<file path="config.mk">
export PLATFORM = sky130hd
export DESIGN_NAME = ug_bist_seq
export DESIGN_NICKNAME = d
export VERILOG_FILES = /design/src/rtl/ug_bist_pkg.sv /design/src/rtl/ug_bist_settle_cnt.sv /design/src/rtl/ug_bist_seq.sv
export SDC_FILE = /design/constraint.sdc
export NUM_CORES = 1
export LEC_CHECK = 0
export CAP_MARGIN = 10
export CORE_MARGIN = 2
export CORE_UTILIZATION = 47
export DETAILED_ROUTE_END_ITERATION = 12
export PLACE_DENSITY = 0.75
export SYNTH_ARGS = -nofsm -noshare
export SYNTH_HDL_FRONTEND = slang
export SYNTH_SLANG_ARGS = --single-unit
</file>
<file path="constraint.sdc">
create_clock -name clk -period 1.73 [get_ports clk]
set_clock_uncertainty 0.1 [all_clocks]
set_input_delay 0.346 -clock clk [delete_from_list [all_inputs] [get_ports clk]]
set_output_delay 0.346 -clock clk [all_outputs]
set_load 0.03 [all_outputs]
</file>
<file path="src/rtl/ug_bist_pkg.sv">
// Shared types and gate reference functions for the universal-gate BIST sequencer.
// The optional loop mode of ug_bist_seq is enabled by defining UG_BIST_LOOP_EN.
package ug_bist_pkg;

    typedef enum logic [1:0] {
        S_IDLE,
        S_SETTLE,
        S_CHECK,
        S_DONE
    } state_t;

    localparam int NUM_VECTORS = 4;

    function automatic logic exp_nand(input logic a, input logic b);
        return ~(a & b);
    endfunction

    function automatic logic exp_nor(input logic a, input logic b);
        return ~(a | b);
    endfunction

endpackage

</file>
<file path="src/rtl/ug_bist_settle_cnt.sv">
// Loadable down-counter that times the settle window for each vector.
// zero is high whenever the count has reached zero.
module ug_bist_settle_cnt (
    input  logic       clk,
    input  logic       rst_n,
    input  logic       load,
    input  logic [3:0] load_val,
    output logic       zero
);

    logic [3:0] cnt;

    always_ff @(posedge clk or negedge rst_n) begin
        if (!rst_n) begin
            cnt <= 4'd0;
        end else if (load) begin
            cnt <= load_val;
        end else if (cnt != 4'd0) begin
            cnt <= cnt - 4'd1;
        end
    end

    assign zero = (cnt == 4'd0);

endmodule

</file>
<file path="src/rtl/ug_bist_seq.sv">
// Exhaustive 2-input self-test of a NAND/NOR universal gate.
// Define UG_BIST_LOOP_EN for continuous looping and the err_count tally.
module ug_bist_seq
    import ug_bist_pkg::*;
#(
    parameter int SETTLE_CYCLES = 2
) (
    input  logic       clk,
    input  logic       rst_n,
    input  logic       start,
    input  logic       abort,
    output logic       gate_a,
    output logic       gate_b,
    input  logic       gate_nand,
    input  logic       gate_nor,
    output logic       busy,
    output logic       done,
    output logic       pass,
    output logic [3:0] fail_vec
`ifdef UG_BIST_LOOP_EN
    ,
    input  logic       loop_en,
    output logic [7:0] err_count
`endif
);

    localparam logic [3:0] SETTLE_LOAD = 4'(SETTLE_CYCLES - 1);
    localparam logic [1:0] LAST_IDX    = 2'(NUM_VECTORS - 1);

    state_t     state;
    logic [1:0] idx;
    logic       cnt_load;
    logic       cnt_zero;
    logic       mism;
    logic       loop_go;
    logic [3:0] fv_nxt;

`ifdef UG_BIST_LOOP_EN
    assign loop_go = loop_en;
`else
    assign loop_go = 1'b0;
`endif

    assign mism = (gate_nand != exp_nand(gate_a, gate_b))
                | (gate_nor  != exp_nor(gate_a, gate_b));
    assign fv_nxt = fail_vec | (4'(mism) << idx);

    // Reload the settle window whenever a new vector goes onto the gate.
    assign cnt_load = ((state == S_IDLE) && start && !abort)
                    | ((state == S_CHECK) && !abort && (idx != LAST_IDX))
                    | ((state == S_DONE) && loop_go);

    ug_bist_settle_cnt u_settle (
        .clk      (clk),
        .rst_n    (rst_n),
        .load     (cnt_load),
        .load_val (SETTLE_LOAD),
        .zero     (cnt_zero)
    );

    always_ff @(posedge clk or negedge rst_n) begin
        if (!rst_n) begin
            state    <= S_IDLE;
            idx      <= 2'd0;
            gate_a   <= 1'b0;
            gate_b   <= 1'b0;
            busy     <= 1'b0;
            done     <= 1'b0;
            pass     <= 1'b0;
            fail_vec <= 4'd0;
`ifdef UG_BIST_LOOP_EN
            err_count <= 8'd0;
`endif
        end else begin
            done <= 1'b0;
            unique case (state)
                S_IDLE: begin
                    if (start && !abort) begin
                        idx      <= 2'd0;
                        gate_a   <= 1'b0;
                        gate_b   <= 1'b0;
                        fail_vec <= 4'd0;
                        pass     <= 1'b0;
                        busy     <= 1'b1;
                        state    <= S_SETTLE;
                    end
                end
                S_SETTLE: begin
                    if (abort) begin
                        state  <= S_IDLE;
                        busy   <= 1'b0;
                        gate_a <= 1'b0;
                        gate_b <= 1'b0;
                        pass   <= 1'b0;
                    end else if (cnt_zero) begin
                        state <= S_CHECK;
                    end
                end
                S_CHECK: begin
                    if (abort) begin
                        state  <= S_IDLE;
                        busy   <= 1'b0;
                        gate_a <= 1'b0;
                        gate_b <= 1'b0;
                        pass   <= 1'b0;
                    end else begin
                        fail_vec <= fv_nxt;
`ifdef UG_BIST_LOOP_EN
                        if (mism && (err_count != 8'hFF))
                            err_count <= err_count + 8'd1;
`endif
                        if (idx == LAST_IDX) begin
                            state <= S_DONE;
                            busy  <= 1'b0;
                            done  <= 1'b1;
                            pass  <= (fv_nxt == 4'd0);
                        end else begin
                            idx              <= idx + 2'd1;
                            {gate_a, gate_b} <= idx + 2'd1;
                            state            <= S_SETTLE;
                        end
                    end
                end
                S_DONE: begin
                    if (loop_go) begin
                        idx      <= 2'd0;
                        gate_a   <= 1'b0;
                        gate_b   <= 1'b0;
                        fail_vec <= 4'd0;
                        pass     <= 1'b0;
                        busy     <= 1'b1;
                        state    <= S_SETTLE;
                    end else begin
                        state <= S_IDLE;
                    end
                end
                default: state <= S_IDLE;
            endcase
        end
    end

endmodule

</file>
---- Yosys cells after proc, flatten, opt, wreduce, memory -nomap -nowiden ----
Index checks and enable logic that the tools add are counted.
cells by class
  add/sub/neg operators ................... 2
  equal/unequal tests ..................... 14
  shift operators ......................... 1
  muxes and demuxes ....................... 33
  bitwise logic cells ..................... 8
  reduce and logical (&&, ||, !) cells .... 17
operator list
  kind                   number
  $mux W2                8
  $mux W4                4
  $mux W1                14
  $pmux W1 S3            4
  $reduce_and A4 Y1      3
  $logic_not A4 Y1       2
  $ne A2 B2 Y1 const B   4
  $pmux W2 S4            1
  $pmux W4 S2            1
  $eq A2 B2 Y1 const B   3
  $ne A3 B3 Y1 const B   2
  $logic_and A1 B1 Y1    5
  $or A4 B4 Y4           1
  $pmux W2 S2            1
  $reduce_bool A2 Y1     2
  $reduce_bool A4 Y1     1
  $shl A1 B2 Y4          1
  $sub A4 B1 Y4 const B  1
  $ne A3 B2 Y1 const B   1
  $not A1 Y1             3
  $or A1 B1 Y1           3
  $reduce_and A3 Y1      1
  $add A2 B1 Y2 const B  1
  $eq A2 B1 Y1 const B   1
  6 further kinds        7
storage, ports and cells
  register bits ........................... 17
  bits of input ports ..................... 6

---- Longest topological paths before layout ----
Gate-level depths: netlist of the first run.
  depth after elaboration ................. 10
  mapped depth ............................ 6
  depth with buffers taken out ............ 5

---- Modules after synthesis ----
From an unflattened synthesis of the first run, not the netlist that was laid out.
second synthesis, totals
  cells, all modules ...................... 109
  area, all modules ....................... 1088.5 sq um
modules (own cells, without submodules)
  module              times used  cells each  area an instance (sq um)  sequential area each (sq um)
  ug_bist_seq         1           87          854.6                     325.3
  ug_bist_settle_cnt  1           22          234.0                     100.1

---- Worst setup path before layout of the first run ----
Ideal clock, no wire load.
  path kind ............................... register -> register
  from .................................... reg state[0]
  to ...................................... reg pass
  setup time .............................. 122 ps
  arrival ................................. 1436 ps
  data required time ...................... 1508 ps
  slack ................................... 73 ps
  cell stages (with the launch flop) ...... 6
  cells stage by stage .................... dfrtp_1 -> ha_1 -> nor2b_2 -> buf_6 -> a2111o_1 -> a32o_1
between the ends
  word-level cells in the longest chain between the ends .. 3
  elaborated cells between the ends (all ways) .. 10
RTL lines
  what                                                   RTL line            source
  from (decl)                                            ug_bist_seq.sv:30   state_t state;
  from (signal assigned)                                 ug_bist_seq.sv:63   state <= S_IDLE;
  from (signal assigned)                                 ug_bist_seq.sv:85   state <= S_SETTLE;
  from (signal assigned)                                 ug_bist_seq.sv:90   state <= S_IDLE;
  $eq A2 B2 Y1 (tied with other cells)                   ug_bist_seq.sv:76   unique case (state)
  $ne A3 B2 Y1 (no source line) (tied with other cells)  -
  $reduce_and A4 Y1 (no source line)                     -
  to (signal assigned)                                   ug_bist_seq.sv:116  pass <= (fv_nxt == 4'd0);
  to (decl)                                              ug_bist_seq.sv:18   output logic pass,
Parallel ways exist; a longest one is shown, timed or not.
A chain may end at the register's enable or synchronous reset.

---- Worst setup path in the final report of the first run ----
  from .................................... reg idx[1]
  to ...................................... reg gate_a
between the ends
  word-level cells in the longest chain between the ends .. 4
  elaborated cells between the ends (all ways) .. 7
RTL lines
  what                    RTL line            source
  from (decl)             ug_bist_seq.sv:31   logic [1:0] idx;
  from (signal assigned)  ug_bist_seq.sv:118  idx <= idx + 2'd1;
  $add A2 B1 Y2           ug_bist_seq.sv:119  {gate_a, gate_b} <= idx + 2'd1;
  $mux W1                 ug_bist_seq.sv:112  if (idx == LAST_IDX) begin
  $mux W1                 ug_bist_seq.sv:100  if (abort) begin
  $pmux W1 S3             ug_bist_seq.sv:76
  to (signal assigned)    ug_bist_seq.sv:119
  to (decl)               ug_bist_seq.sv:12   output logic gate_a,
Parallel ways exist; a longest one is shown, timed or not. The select of a mux whose other input is x is not followed.

==> results of run 1 <==
## placed cells by master, fill, tap and decap left out, drive strengths merged, types with 3 or more instances in the layout
cell type       n
nand2b          3
clkdlybuf4s50   5
ha              7
a32o            3
inv             9
clkbuf          4
nor2            3
dlygate4sd2     9
nor3            3
dfrtp          17
mux2i           3
nand2          12
buf            15
o41ai           4
## final timing paths
kind | start | endpoint | depth (start not counted)
worst max-delay path | idx[1]$_DFFE_PN0P_ | gate_a$_DFFE_PN0P_ | 4
worst min-delay path | rst_n | done$_DFF_PN0_ | 2
worst max register to register | idx[1]$_DFFE_PN0P_ | gate_a$_DFFE_PN0P_ | 4
worst min register to register | fail_vec[1]$_DFFE_PN0P_ | fail_vec[1]$_DFFE_PN0P_ | 2
max in group asynchronous | rst_n | u_settle.cnt[2]$_DFFE_PN0P_ | 2
min in group clk | fail_vec[1]$_DFFE_PN0P_ | fail_vec[1]$_DFFE_PN0P_ | 2
## logic make-up (layout without fill, tap and decap cells)
kind of cell,after synthesis,after routing,share of synthesized area
AO/OA/AOI/OAI,21,21,0.178
XOR/XNOR,3,3,0.0262
adder cells (fa/ha/maj),7,7,0.0873
buffers and inverters,12,42,0.0524
flip-flops,17,17,0.424
multiplexers,3,3,0.0299
AND/OR/NAND/NOR,34,34,0.202
## routing by layer
layer | track usage | vias up | wire, um
met1 | 0.277 | 424 | 1030
met5 | 0 | - | 0
met2 | 0.364 | 12 | 1160
met4 | 0.0417 | 0 | 20
met3 | 0.0387 | 5 | 49
li1 | - | 414 | -
## what timing repair did
action	CTS	global route
setup endpoints to repair	9	7
pin swaps	0	1
hold buffers	0	0
resized for setup	9	8
setup buffers	0	0
## registers in the layout, indices dropped and copies added (netlist names)
name,flops
done,1
fail_vec,4
idx,2
busy,1
u_settle.cnt,4
state,2
pass,1
gate_a,1
gate_b,1
## area by class of cell
class                   count  area (sq um)  share of cell area
inverters                   9          33.8              0.0256
repair buffers             29           241               0.183
well taps                  27          33.8              0.0256
multi-input cells          68           556               0.422
flip-flops and latches     17           427               0.324
clock buffers               4          26.3              0.0199
## through the flow
step	instance area [sq um]	utilization	power (W)
after floorplan	1000	-	0.00111
after global placement	1270	0.641	0.00135
after detailed placement	1270	0.641	0.00139
after CTS	1290	0.649	0.00159
after global routing	1320	0.665	0.00178
final	1320	0.665	0.00165
## worst max-delay path, delay by kind of cell, from the launching register on
family | cells | cell delay [ns]
and+or+nand+nor | 1 | 0.22
DFF | 1 | 0.46
AOI/OAI and AO/OA | 2 | 0.54
adders and majority gates | 1 | 0.23
## power groups by stage
stage	clock network (W)	logic (W)	registers [W]
after floorplan	0	0.000511	0.000603
after global placement	0	0.000773	0.000574
after detailed placement	0	0.000807	0.000580
after CTS	0.000221	0.000797	0.000572
after global routing	0.000241	0.000955	0.000589
final	0.000220	0.000858	0.000574
==> results.yml, run 1 <==
timing:
  slew_headroom: 0.787
  drv_slew: 0
  fmax_ghz: 0.599
  setup_ws_ns: 0.0612
  rsz0062_at_grt: "false"
  finalCritPeriodShare: 0.965
  tightest_slew_ns: 0.316
  fin_setup_tns_ns: 0
  whs_ns: 0.254
  final.min_clock_period_ns: 1.67
  finalSetupViolations: 0
  hold_viol_final: 0
place:
  pre_cts_ws_ns: -0.234
  dp_hpwl_mm: 1.75
  gp_congestion: 0.830
  dp.cells: 150
  io_buffers: 14
cts:
  clkSinkCount: 17
  cts_buffers: 3
  clock_latency_ns: 0.30
  htree_levels: 1
  clkSlewWorstSetupHoldPaths_ns: 0.11
  tritoncts: "done"
  cts-root-buf: "clkbuf_4"
  clk_path_buf_depth: 2
synth:
  ys_ff_latch: 17
  syn_nets: 110
  syn_area_per_cell_sq_um: 10.3
  synth_edf_count: 0
  async_flop_share: 1.00
  yosys.area.top_type: "dfrtp_1"
  synth_top_area_frac: 0.424
  synthCells: 97
  synth_most_common_cell: "dfrtp_1"
  synth_area_sq_um: 1000
  synth_area_leaders: "dfrtp_1 42%, ha_1 8.7%, nand2_1 4.5%"
  ys_top_cells_by_count: "17 x dfrtp_1, 12 x nand2_1, 9 x inv_1"
  yosysWarningCount: 0
  yosysSeqAreaShare: 0.424
  yosysUniqueCellTypes: 37
  ys.flop_type: "dfrtp_1"
pwr:
  seq_power_share: 0.348
  powerDensity_nw_per_um2: 1250
  p_leak_nw: 0.647
  internal_power_w: 0.000997
  switching_power_w: 0.000655
  clkPwrFrac: 0.133
  p_sw_frac: 0.396
  p_comb_frac: 0.519
  irDropWorstVdd_mv: 0.829
die:
  die_width_um: 50.2
  rows: 16
  initial_utilization: 0.506
  die_h_um: 50.2
  core_area_sq_um: 1980
  ios: 15
  die_area_sq_um: 2520
cells_and_area:
  antennaDiodeCount: 0
  fill_cells: 150
  drive_gt1_frac: 0.236
  instances_no_fill: 154
  nNetsFinal: 141
  syn2layout_area_growth_pct: 31.3
global_routing:
  overflow: 0
  grt_pass1_wl_mm: 4.09
  grt_max_degree: 18
  track_usage: 0.212
  grt_pass1_vias: 897
  antenna_found_initial: 0
critical_path:
  rrSetupSlack_ns: 0.06
  cp_slowest_cell: "dfrtp_2"
  path_cells: "ha_1 -> and3b_2 -> a2111o_1 -> a32o_1"
  cp-end-kind: "flip-flop"
  crit_required_ns: 1.81
  critPathLaunchType: "flip-flop"
  crit_type: "flip-flop to flip-flop"
  crit_arrival_ns: 1.75
  critPathMaxFanout: 5
  max_stage_delay_ns: 0.46
drt:
  wl_per_cell_um: 14.6
  antenna_left: 0
  remaining_drc_errors: 0
  drtIter0Drc: 11
  drt_pre_antenna_iters: 4
  num_vias: 855
  via_per_inst: 5.55
  routed_wl_mm: 2.26
flow_run:
  maxCapViolations: 0
worst_hold_path:
  hold_class: "input pin to async pin"
run_status:
  status: "complete, no violations"
Power figures use the tool's default switching activity.
==> inputs of run 2 (changes only) <==
- TNS_END_PERCENT: not set -> 100
==> results of run 2 <==
The final DEF is identical to that of run 1; final timing and power are the same.
==> inputs of run 3 (changes only) <==
- PLACE_DENSITY: 0.75 -> 0.81
==> results.yml, run 3 (synthesized netlist as in run 1, its figures left out) <==
cts:
  clock_latency_ns: 0.29
  cts_hold_buffers: 0
  clkSinkCount: 17
  htree_levels: 1
  clk_path_buf_depth: 2
  clkSlewWorstSetupHoldPaths_ns: 0.10
  cts_buffers: 3
  tritoncts: "done"
  cts-root-buf: "clkbuf_4"
worst_hold_path:
  hold_class: "input pin to async pin"
global_routing:
  overflow: 0
  grt_pass1_vias: 827
  grtUsageMet1: 0.255
  grt_pass1_wl_mm: 3.59
  track_usage: 0.188
  met3_usage: 0.0298
  grt_max_degree: 18
  busiest_layer: "met2"
  antenna_found_initial: 0
  grt.met2_usage: 0.289
timing:
  fmax_ghz: 0.601
  tightest_slew_ns: 0.315
  setup_ws_ns: 0.0654
  final.min_clock_period_ns: 1.66
  finalCritPeriodShare: 0.962
  slew_headroom: 0.789
  drv_slew: 0
  fin_setup_tns_ns: 0
  finalSetupViolations: 0
  hold_viol_final: 0
critical_path:
  crit_family: "compound AO/OA/AOI/OAI gates"
  cp_slowest_cell: "dfrtp_1"
  cp-end-kind: "flip-flop"
  startpoint: "state[0]$_DFFE_PN0P_"
  crit_type: "flip-flop to flip-flop"
  crit_arrival_ns: 1.74
  crit_required_ns: 1.81
  max_stage_delay_ns: 0.39
  timing.rr.start: "state[0]$_DFFE_PN0P_"
  path_buf_inv: 1
  path_cells: "inv_1 -> ha_1 -> and3b_2 -> a2111o_1 -> a32o_1"
  critPathMaxFanout: 4
  critPathLaunchType: "flip-flop"
cells_and_area:
  syn2layout_area_growth_pct: 29.3
  fill_cells: 153
  drive_gt1_frac: 0.198
  design_area_sq_um: 1300
  antennaDiodeCount: 0
  layout_commonest_cell: "dfrtp_1"
  reg_top3: "fail_vec: 4 flops, u_settle.cnt: 4 flops"
  layout_common_cells: "17 x dfrtp_1, 14 x buf_4, 12 x nand2_1"
  nNetsFinal: 140
drt:
  remaining_drc_errors: 0
  drt_pre_antenna_iters: 4
  routed_wl_mm: 2.10
  wl_per_cell_um: 13.7
  via_per_inst: 5.50
  num_vias: 842
  antenna_left: 0
  drtIter0Drc: 23
place:
  dp_hpwl_mm: 1.54
  post_dp_cell_area_sq_um: 1260
  gp_congestion: 0.838
  pre_cts_ws_ns: -0.259
  io_buffers: 14
pwr:
  p_leak_nw: 0.657
  powerDensity_nw_per_um2: 1210
  irDropWorstVdd_mv: 0.751
die:
  die_h_um: 50.2
  core_area_sq_um: 1980
  die_area_sq_um: 2520
  rows: 16
  ios: 15
  die_width_um: 50.2
  initial_utilization: 0.506
run_status:
  status: "complete, no violations"
flow_run:
  maxCapViolations: 0
[run 3: per-stage QoR]
| stage | power [W] | hold WS, ns | cells | utilization |
|---|---|---|---|---|
| final | 0.00156 | 0.271 | 153 | 0.655 |
| after global routing | 0.00169 | 0.309 | 153 | 0.655 |
| after CTS | 0.00153 | 0.270 | 152 | 0.642 |
| after detailed placement | 0.00133 | 0.401 | 148 | 0.634 |
| after global placement | 0.00132 | 0.393 | 148 | 0.634 |
| after floorplan | 0.00111 | -0.0496 | 97 | - |
[run 3: final cells by class]
| class | instances | area, sq um | share of cell area |
|---|---|---|---|
| inverters | 9 | 33.8 | 0.0260 |
| clock buffers | 4 | 26.3 | 0.0203 |
| repair buffers | 28 | 238 | 0.183 |
| multi-input cells | 68 | 541 | 0.417 |
| well taps | 27 | 33.8 | 0.0260 |
| flip-flops and latches | 17 | 425 | 0.328 |
[run 3: layer usage]
layer / wire length [um] / share of wire / vias up
li1: - / - / 413
met1: 966 / 0.46 / 406
met2: 1020 / 0.48 / 19
met3: 85 / 0.041 / 4
met4: 30 / 0.014 / 0
met5: 0 / 0 / -
[run 3: what timing repair did]
| item | in CTS | in global routing |
|---|---|---|
| setup buffers | 0 | 1 |
| gates resized for setup | 8 | 4 |
| setup endpoints to repair | 8 | 10 |
[run 3: path summary, 6_finish.rpt]
path / endpoint / slack [ns] / depth (start not counted)
min reg2reg: fail_vec[3]$_DFFE_PN0P_ / 0.41 / 2
min: fail_vec[2]$_DFFE_PN0P_ / 0.27 / 2
max in group asynchronous: u_settle.cnt[1]$_DFFE_PN0P_ / 1.07 / 2
min in group clk: fail_vec[3]$_DFFE_PN0P_ / 0.41 / 2
max reg2reg: gate_a$_DFFE_PN0P_ / 0.07 / 5
max: gate_a$_DFFE_PN0P_ / 0.07 / 5
[run 3: power by group]
group | internal [W] | leakage [nW] | switching [W]
sequential | 0.000494 | 0.224 | 0.0000797
clock | 0.0000896 | 0.0150 | 0.000121
combinational | 0.000371 | 0.417 | 0.000409
total | 0.000955 | 0.657 | 0.000610
[run 3: worst register-to-register path, stage by stage, from the launching register on]
cell and delay [ns]:
dfrtp_1 0.39, inv_1 0.07, ha_1 0.23, and3b_2 0.24
a2111o_1 0.31, a32o_1 0.22
